**config.mk**
```make
export PLATFORM = sky130hd
export DESIGN_NAME = fnd_scan_ctrl
export DESIGN_NICKNAME = d
export VERILOG_FILES = /design/src/rtl/fnd_scan_ctrl.sv
export SDC_FILE = /design/constraint.sdc
export NUM_CORES = 1
export LEC_CHECK = 0
export CELL_PAD_IN_SITES_DETAIL_PLACEMENT = 1
export CELL_PAD_IN_SITES_GLOBAL_PLACEMENT = 2
export CORE_MARGIN = 2
export CORE_UTILIZATION = 30
export DETAILED_ROUTE_END_ITERATION = 8
export PLACE_DENSITY_LB_ADDON = 0.1
export SLEW_MARGIN = 20
export SYNTH_ARGS = -nofsm -noshare
export SYNTH_HDL_FRONTEND = slang
export SYNTH_SLANG_ARGS = --single-unit
```
**constraint.sdc**
```tcl
create_clock -name clk -period 2.2 [get_ports clk]
set_clock_uncertainty 0.2 [all_clocks]
set_input_delay 0.44 -clock clk [delete_from_list [all_inputs] [get_ports clk]]
set_output_delay 0.44 -clock clk [all_outputs]
set_load 0.01 [all_outputs]
```
**src/rtl/fnd_scan_ctrl.sv**
```systemverilog
// fnd_scan_ctrl: 4-digit seven-segment scan controller with per-frame snapshot, anti-ghost guard and blink.
// Define FND_BLINK_EN to build the blink counter; otherwise blink_in is ignored.
module fnd_scan_ctrl #(
  parameter int SCAN_DIV    = 100_000,
  parameter int GUARD       = 4,
  parameter int BLINK_SCANS = 500
) (
  input  logic        clk,
  input  logic        rst,
  input  logic        en,
  input  logic [15:0] digits_in,
  input  logic [3:0]  dot_in,
  input  logic [3:0]  blank_in,
  input  logic [3:0]  blink_in,
  output logic [1:0]  fnd_sel,
  output logic [3:0]  fnd_com,
  output logic [7:0]  fnd_font
);

  localparam int DIV_W = $clog2(SCAN_DIV);
  localparam int GRD_W = $clog2(GUARD + 2);
  localparam logic [DIV_W-1:0] DIV_LAST = DIV_W'(SCAN_DIV - 1);
  localparam logic [GRD_W-1:0] GRD_LOAD = GRD_W'(GUARD);

  logic [DIV_W-1:0] div_cnt_q, div_cnt_d;
  logic [1:0]       sel_q, sel_d;
  logic [GRD_W-1:0] guard_cnt_q, guard_cnt_d;
  logic [15:0]      sh_digits_q, sh_digits_d;
  logic [3:0]       sh_dot_q, sh_dot_d;
  logic [3:0]       sh_blank_q, sh_blank_d;
  logic [3:0]       com_q, com_d;
  logic [7:0]       font_q, font_d;
  logic             scan_tick;
  logic             snap;
  logic             blink_dark;
  logic             dark;
  logic [3:0]       cur_bcd;
  logic [6:0]       seg;

  assign scan_tick = en && (div_cnt_q == DIV_LAST);
  // Shadow is transparent while disabled and reloads only at the frame boundary.
  assign snap      = !en || (scan_tick && sel_q == 2'd3);

  always_comb begin
    div_cnt_d   = div_cnt_q;
    sel_d       = sel_q;
    guard_cnt_d = guard_cnt_q;
    if (en) div_cnt_d = (div_cnt_q == DIV_LAST) ? '0 : div_cnt_q + DIV_W'(1);
    if (scan_tick) begin
      sel_d       = sel_q + 2'd1;
      guard_cnt_d = GRD_LOAD;
    end else if (guard_cnt_q != '0) begin
      guard_cnt_d = guard_cnt_q - GRD_W'(1);
    end
    sh_digits_d = snap ? digits_in : sh_digits_q;
    sh_dot_d    = snap ? dot_in    : sh_dot_q;
    sh_blank_d  = snap ? blank_in  : sh_blank_q;
  end

`ifdef FND_BLINK_EN
  localparam int BLK_W = $clog2(BLINK_SCANS + 1);
  localparam logic [BLK_W-1:0] BLK_LAST = BLK_W'(BLINK_SCANS - 1);

  logic [BLK_W-1:0] blink_cnt_q, blink_cnt_d;
  logic             blink_phase_q, blink_phase_d;
  logic [3:0]       sh_blink_q, sh_blink_d;

  always_comb begin
    blink_cnt_d   = blink_cnt_q;
    blink_phase_d = blink_phase_q;
    if (scan_tick) begin
      if (blink_cnt_q == BLK_LAST) begin
        blink_cnt_d   = '0;
        blink_phase_d = !blink_phase_q;
      end else begin
        blink_cnt_d = blink_cnt_q + BLK_W'(1);
      end
    end
    sh_blink_d = snap ? blink_in : sh_blink_q;
  end

  always_ff @(posedge clk) begin
    if (rst) begin
      blink_cnt_q   <= '0;
      blink_phase_q <= 1'b0;
      sh_blink_q    <= '0;
    end else begin
      blink_cnt_q   <= blink_cnt_d;
      blink_phase_q <= blink_phase_d;
      sh_blink_q    <= sh_blink_d;
    end
  end

  assign blink_dark = blink_phase_q && sh_blink_q[sel_q];
`else
  logic unused_blink;
  assign unused_blink = ^blink_in;
  assign blink_dark   = 1'b0;
`endif

  assign cur_bcd = sh_digits_q[{sel_q, 2'b00} +: 4];

  always_comb begin
    case (cur_bcd)
      4'd0:    seg = 7'h40;
      4'd1:    seg = 7'h79;
      4'd2:    seg = 7'h24;
      4'd3:    seg = 7'h30;
      4'd4:    seg = 7'h19;
      4'd5:    seg = 7'h12;
      4'd6:    seg = 7'h02;
      4'd7:    seg = 7'h78;
      4'd8:    seg = 7'h00;
      4'd9:    seg = 7'h10;
      default: seg = 7'h7F;
    endcase
  end

  assign dark = !en || (guard_cnt_q != '0) || sh_blank_q[sel_q] || blink_dark;

  always_comb begin
    com_d  = 4'b1111;
    font_d = 8'hFF;
    if (!dark) begin
      com_d  = ~(4'b0001 << sel_q);
      font_d = {~sh_dot_q[sel_q], seg};
    end
  end

  always_ff @(posedge clk) begin
    if (rst) begin
      div_cnt_q   <= '0;
      sel_q       <= 2'd0;
      guard_cnt_q <= '0;
      sh_digits_q <= '0;
      sh_dot_q    <= '0;
      sh_blank_q  <= '0;
      com_q       <= 4'b1111;
      font_q      <= 8'hFF;
    end else begin
      div_cnt_q   <= div_cnt_d;
      sel_q       <= sel_d;
      guard_cnt_q <= guard_cnt_d;
      sh_digits_q <= sh_digits_d;
      sh_dot_q    <= sh_dot_d;
      sh_blank_q  <= sh_blank_d;
      com_q       <= com_d;
      font_q      <= font_d;
    end
  end

  assign fnd_sel  = sel_q;
  assign fnd_com  = com_q;
  assign fnd_font = font_q;

endmodule

```
==> results of run 1 <==
==> metal layers <==
metal  share of wire  GRT usage
met5               0          0
met4          0.0088     0.0405
met3           0.035     0.0373
met2            0.45      0.204
met1            0.51      0.175
==> repair_timing <==
item	4_1_cts	5_1_grt
gates resized for setup	0	2
setup endpoints to repair	0	3
hold endpoints to repair	0	0
hold buffers	0	0
setup buffers	0	0
==> synth_stat cells, drive strengths merged, types with 2 or more instances <==
master,count,area [µm²]
dfxtp,58,1160
nand2b,49,307
mux2i,29,290
nor2,24,90.1
nand2,16,60.1
inv,14,52.6
ha,13,163
xnor2,12,105
a21oi,9,45.0
buf,9,71.3
nor4,8,50.1
clkbuf,6,22.5
mux4,6,146
nand4,6,37.5
nand3,5,25.0
xor2,5,43.8
nor3,4,31.3
o21ai,4,20.0
and3,2,12.5
and4,2,17.5
o22ai,2,12.5
==> worst min-delay path by stage <==
stage	start	end	slack [ps]	cells after the start
after detailed placement	sh_digits_q[12]	sh_digits_q[12]	270	2
final	sh_digits_q[12]	sh_digits_q[12]	270	2
after CTS	sh_digits_q[12]	sh_digits_q[12]	280	2
after floorplan	sh_digits_q[4]	sh_digits_q[4]	250	2
after global routing	sh_dot_q[2]	sh_dot_q[2]	300	2
after global placement	sh_digits_q[13]	sh_digits_q[13]	260	2
==> stage by stage <==
stage	util	instance area, µm²	hold slack [ps]	instances	power, µW
2_1_floorplan	-	2840	247	289	1410
3_3_place_gp	0.377	3470	257	446	1570
3_5_place_dp	0.377	3470	269	446	1580
4_1_cts	0.399	3670	280	461	2630
5_1_grt	0.399	3670	301	461	2730
6_report	0.399	3670	273	461	2570
==> registers in the layout, summed over array words and instances (netlist names) <==
register     flops
div_cnt_q       17
sh_digits_q     16
fnd_font         8
fnd_com          4
sh_blank_q       4
sh_dot_q         4
guard_cnt_q      3
fnd_sel          2
==> logic make-up after synthesis <==
logic type	after synthesis	share of synthesized area
and+or+nand+nor	119	0.234
DFF	58	0.409
muxes	36	0.158
buffers and inverters	29	0.0516
AOI/OAI and AO/OA	17	0.0375
xor gates and xnor gates	17	0.0525
adders and majority gates	13	0.0573
==> cell type report <==
| type | instances | area share |
|---|---|---|
| inverters | 14 | 0.0143 |
| multi-input cells | 202 | 0.416 |
| clock inverters | 2 | 0.00955 |
| repair buffers | 61 | 0.159 |
| flip-flops and latches | 58 | 0.317 |
| clock buffers | 13 | 0.0461 |
| well taps | 111 | 0.0379 |
==> power by group <==
group	total, µW	internal (µW)	switching, µW
logic	398	216	182
clock network	1020	609	413
registers	1150	1120	29.8
==> worst register-to-register path, delay by kind of cell (launching register included) <==
family / cells / cell delay (ps)
multiplexers: 2 / 900
flip-flops: 1 / 350
buffers and inverters: 2 / 160
adder cells (fa/ha/maj): 1 / 140
AO/OA/AOI/OAI: 1 / 130
AND/OR/NAND/NOR: 1 / 70
==> impl_metrics.json, run 1 <==
{
  "crit_required_ps": 2220,
  "r2r_slack_ps": 150,
  "grt_max_degree": 25,
  "layout_common_cells": "57 x dfxtp_1, 49 x nand2b_1, 40 x clkdlybuf4s50_1, 29 x mux2i_1, 24 x nor2_1",
  "drt-pass1-iter-count": 4,
  "grt_pass1_vias": 2099,
  "cpPeakStageDelay_ps": 610,
  "start_util": 0.309,
  "synthArstFlopShare": 0,
  "fmax_ghz": 0.489,
  "die_x_um": 101,
  "groute.usage.overall": 0.131,
  "final_common_cell": "dfxtp_1",
  "layout-drive-gt1-share": 0.126,
  "die_h_um": 101,
  "synth_seq_cells": 58,
  "totalWireLength_um": 6270,
  "rr_endpoint": "fnd_font[4]",
  "clock_sinks": 58,
  "min_period_ps": 2050,
  "cts_tree": "built",
  "insertion_delay_ps": 330,
  "cpLargestDelayFamily": "multiplexers",
  "critPathLaunchType": "flop",
  "hpwl_um": 4590,
  "drtIter0Drc": 38,
  "crit_chain": "mux4_1 > inv_2 > ha_1 > inv_1 > mux2_1 > o22ai_1 > nand2_1",
  "worstSetupStartpoint": "fnd_sel[0]",
  "io_buffers": 40,
  "setup-tns-final_ps": 0,
  "power_density_mw_per_mm2": 700,
  "synth_cells": 289,
  "antenna_cells": 0,
  "root_buffer": "clkbuf_8",
  "cp-end-kind": "flop",
  "htreeDepth": 3,
  "synth_fp_nets": 333,
  "overflow": 0,
  "peakVddDrop_mv": 0.231,
  "place_ws_ps": 8.16,
  "cts_buffer_depth": 2,
  "rows": 35,
  "worstPathArrival_ps": 2070,
  "via_count": 2114,
  "grt_setup_unrepaired": "false",
  "routed_via_density": 4.59,
  "crit_end": "fnd_font[4]",
  "maxCapViolations": 0,
  "slowest_stage": "mux4_1",
  "setup_violations": 0,
  "nets": 390,
  "cp.depth": 7,
  "period_share": 0.930,
  "synth_flop_cell": "dfxtp_1",
  "ys_warn_count": 0,
  "drc": 0,
  "r2r-start": "fnd_sel[0]",
  "worstSetupPathType": "flop to flop",
  "core_area_mm2": 0.00920,
  "p_leak_uw": 0.00143,
  "yosysUniqueCellTypes": 31,
  "syn_to_final_growth_pct": 29.2,
  "clk_pin_slew_ps": 70,
  "grt_pass1_wl_um": 10300,
  "synth_edf_count": 0,
  "drv_slew": 0,
  "ioPinCount": 45,
  "ant_nets": 0,
  "die_area_mm2": 0.0103,
  "antenna_found_initial": 0,
  "routedWlPerCell_um": 13.6,
  "worstMarginPinSlew_ps": 439,
  "fill_cells": 1055,
  "relSlewSlack": 0.706,
  "multi_input_area_mm2": 0.00153,
  "seqCellArea_mm2": 0.00116,
  "hold_class": "flop to flop",
  "postSynthAreaPerCell_um2": 9.82,
  "status": "completed",
  "cp_max_fo": 3,
  "setup_slack_ps": 154,
  "worst_r2r_path_depth": 7,
  "gp_congestion": 0.700,
  "hold_viol": 0,
  "cp_num_buf_inv": 2,
  "syn_area_mm2": 0.00284,
  "numCtsBuffers": 9,
  "seq_area_frac_synth": 0.409
}
(Power assumes the default switching activity.)
==> inputs of run 2 (changes only) <==
--- a/config.mk
+++ b/config.mk
@@ -9,6 +9,7 @@
 export CELL_PAD_IN_SITES_GLOBAL_PLACEMENT = 2
 export CORE_MARGIN = 2
 export CORE_UTILIZATION = 30
+export CTS_CLUSTER_DIAMETER = 200
 export DETAILED_ROUTE_END_ITERATION = 8
 export PLACE_DENSITY_LB_ADDON = 0.1
 export SLEW_MARGIN = 20
==> results of run 2 <==
Final layout, timing and power as in run 1 (identical DEF).
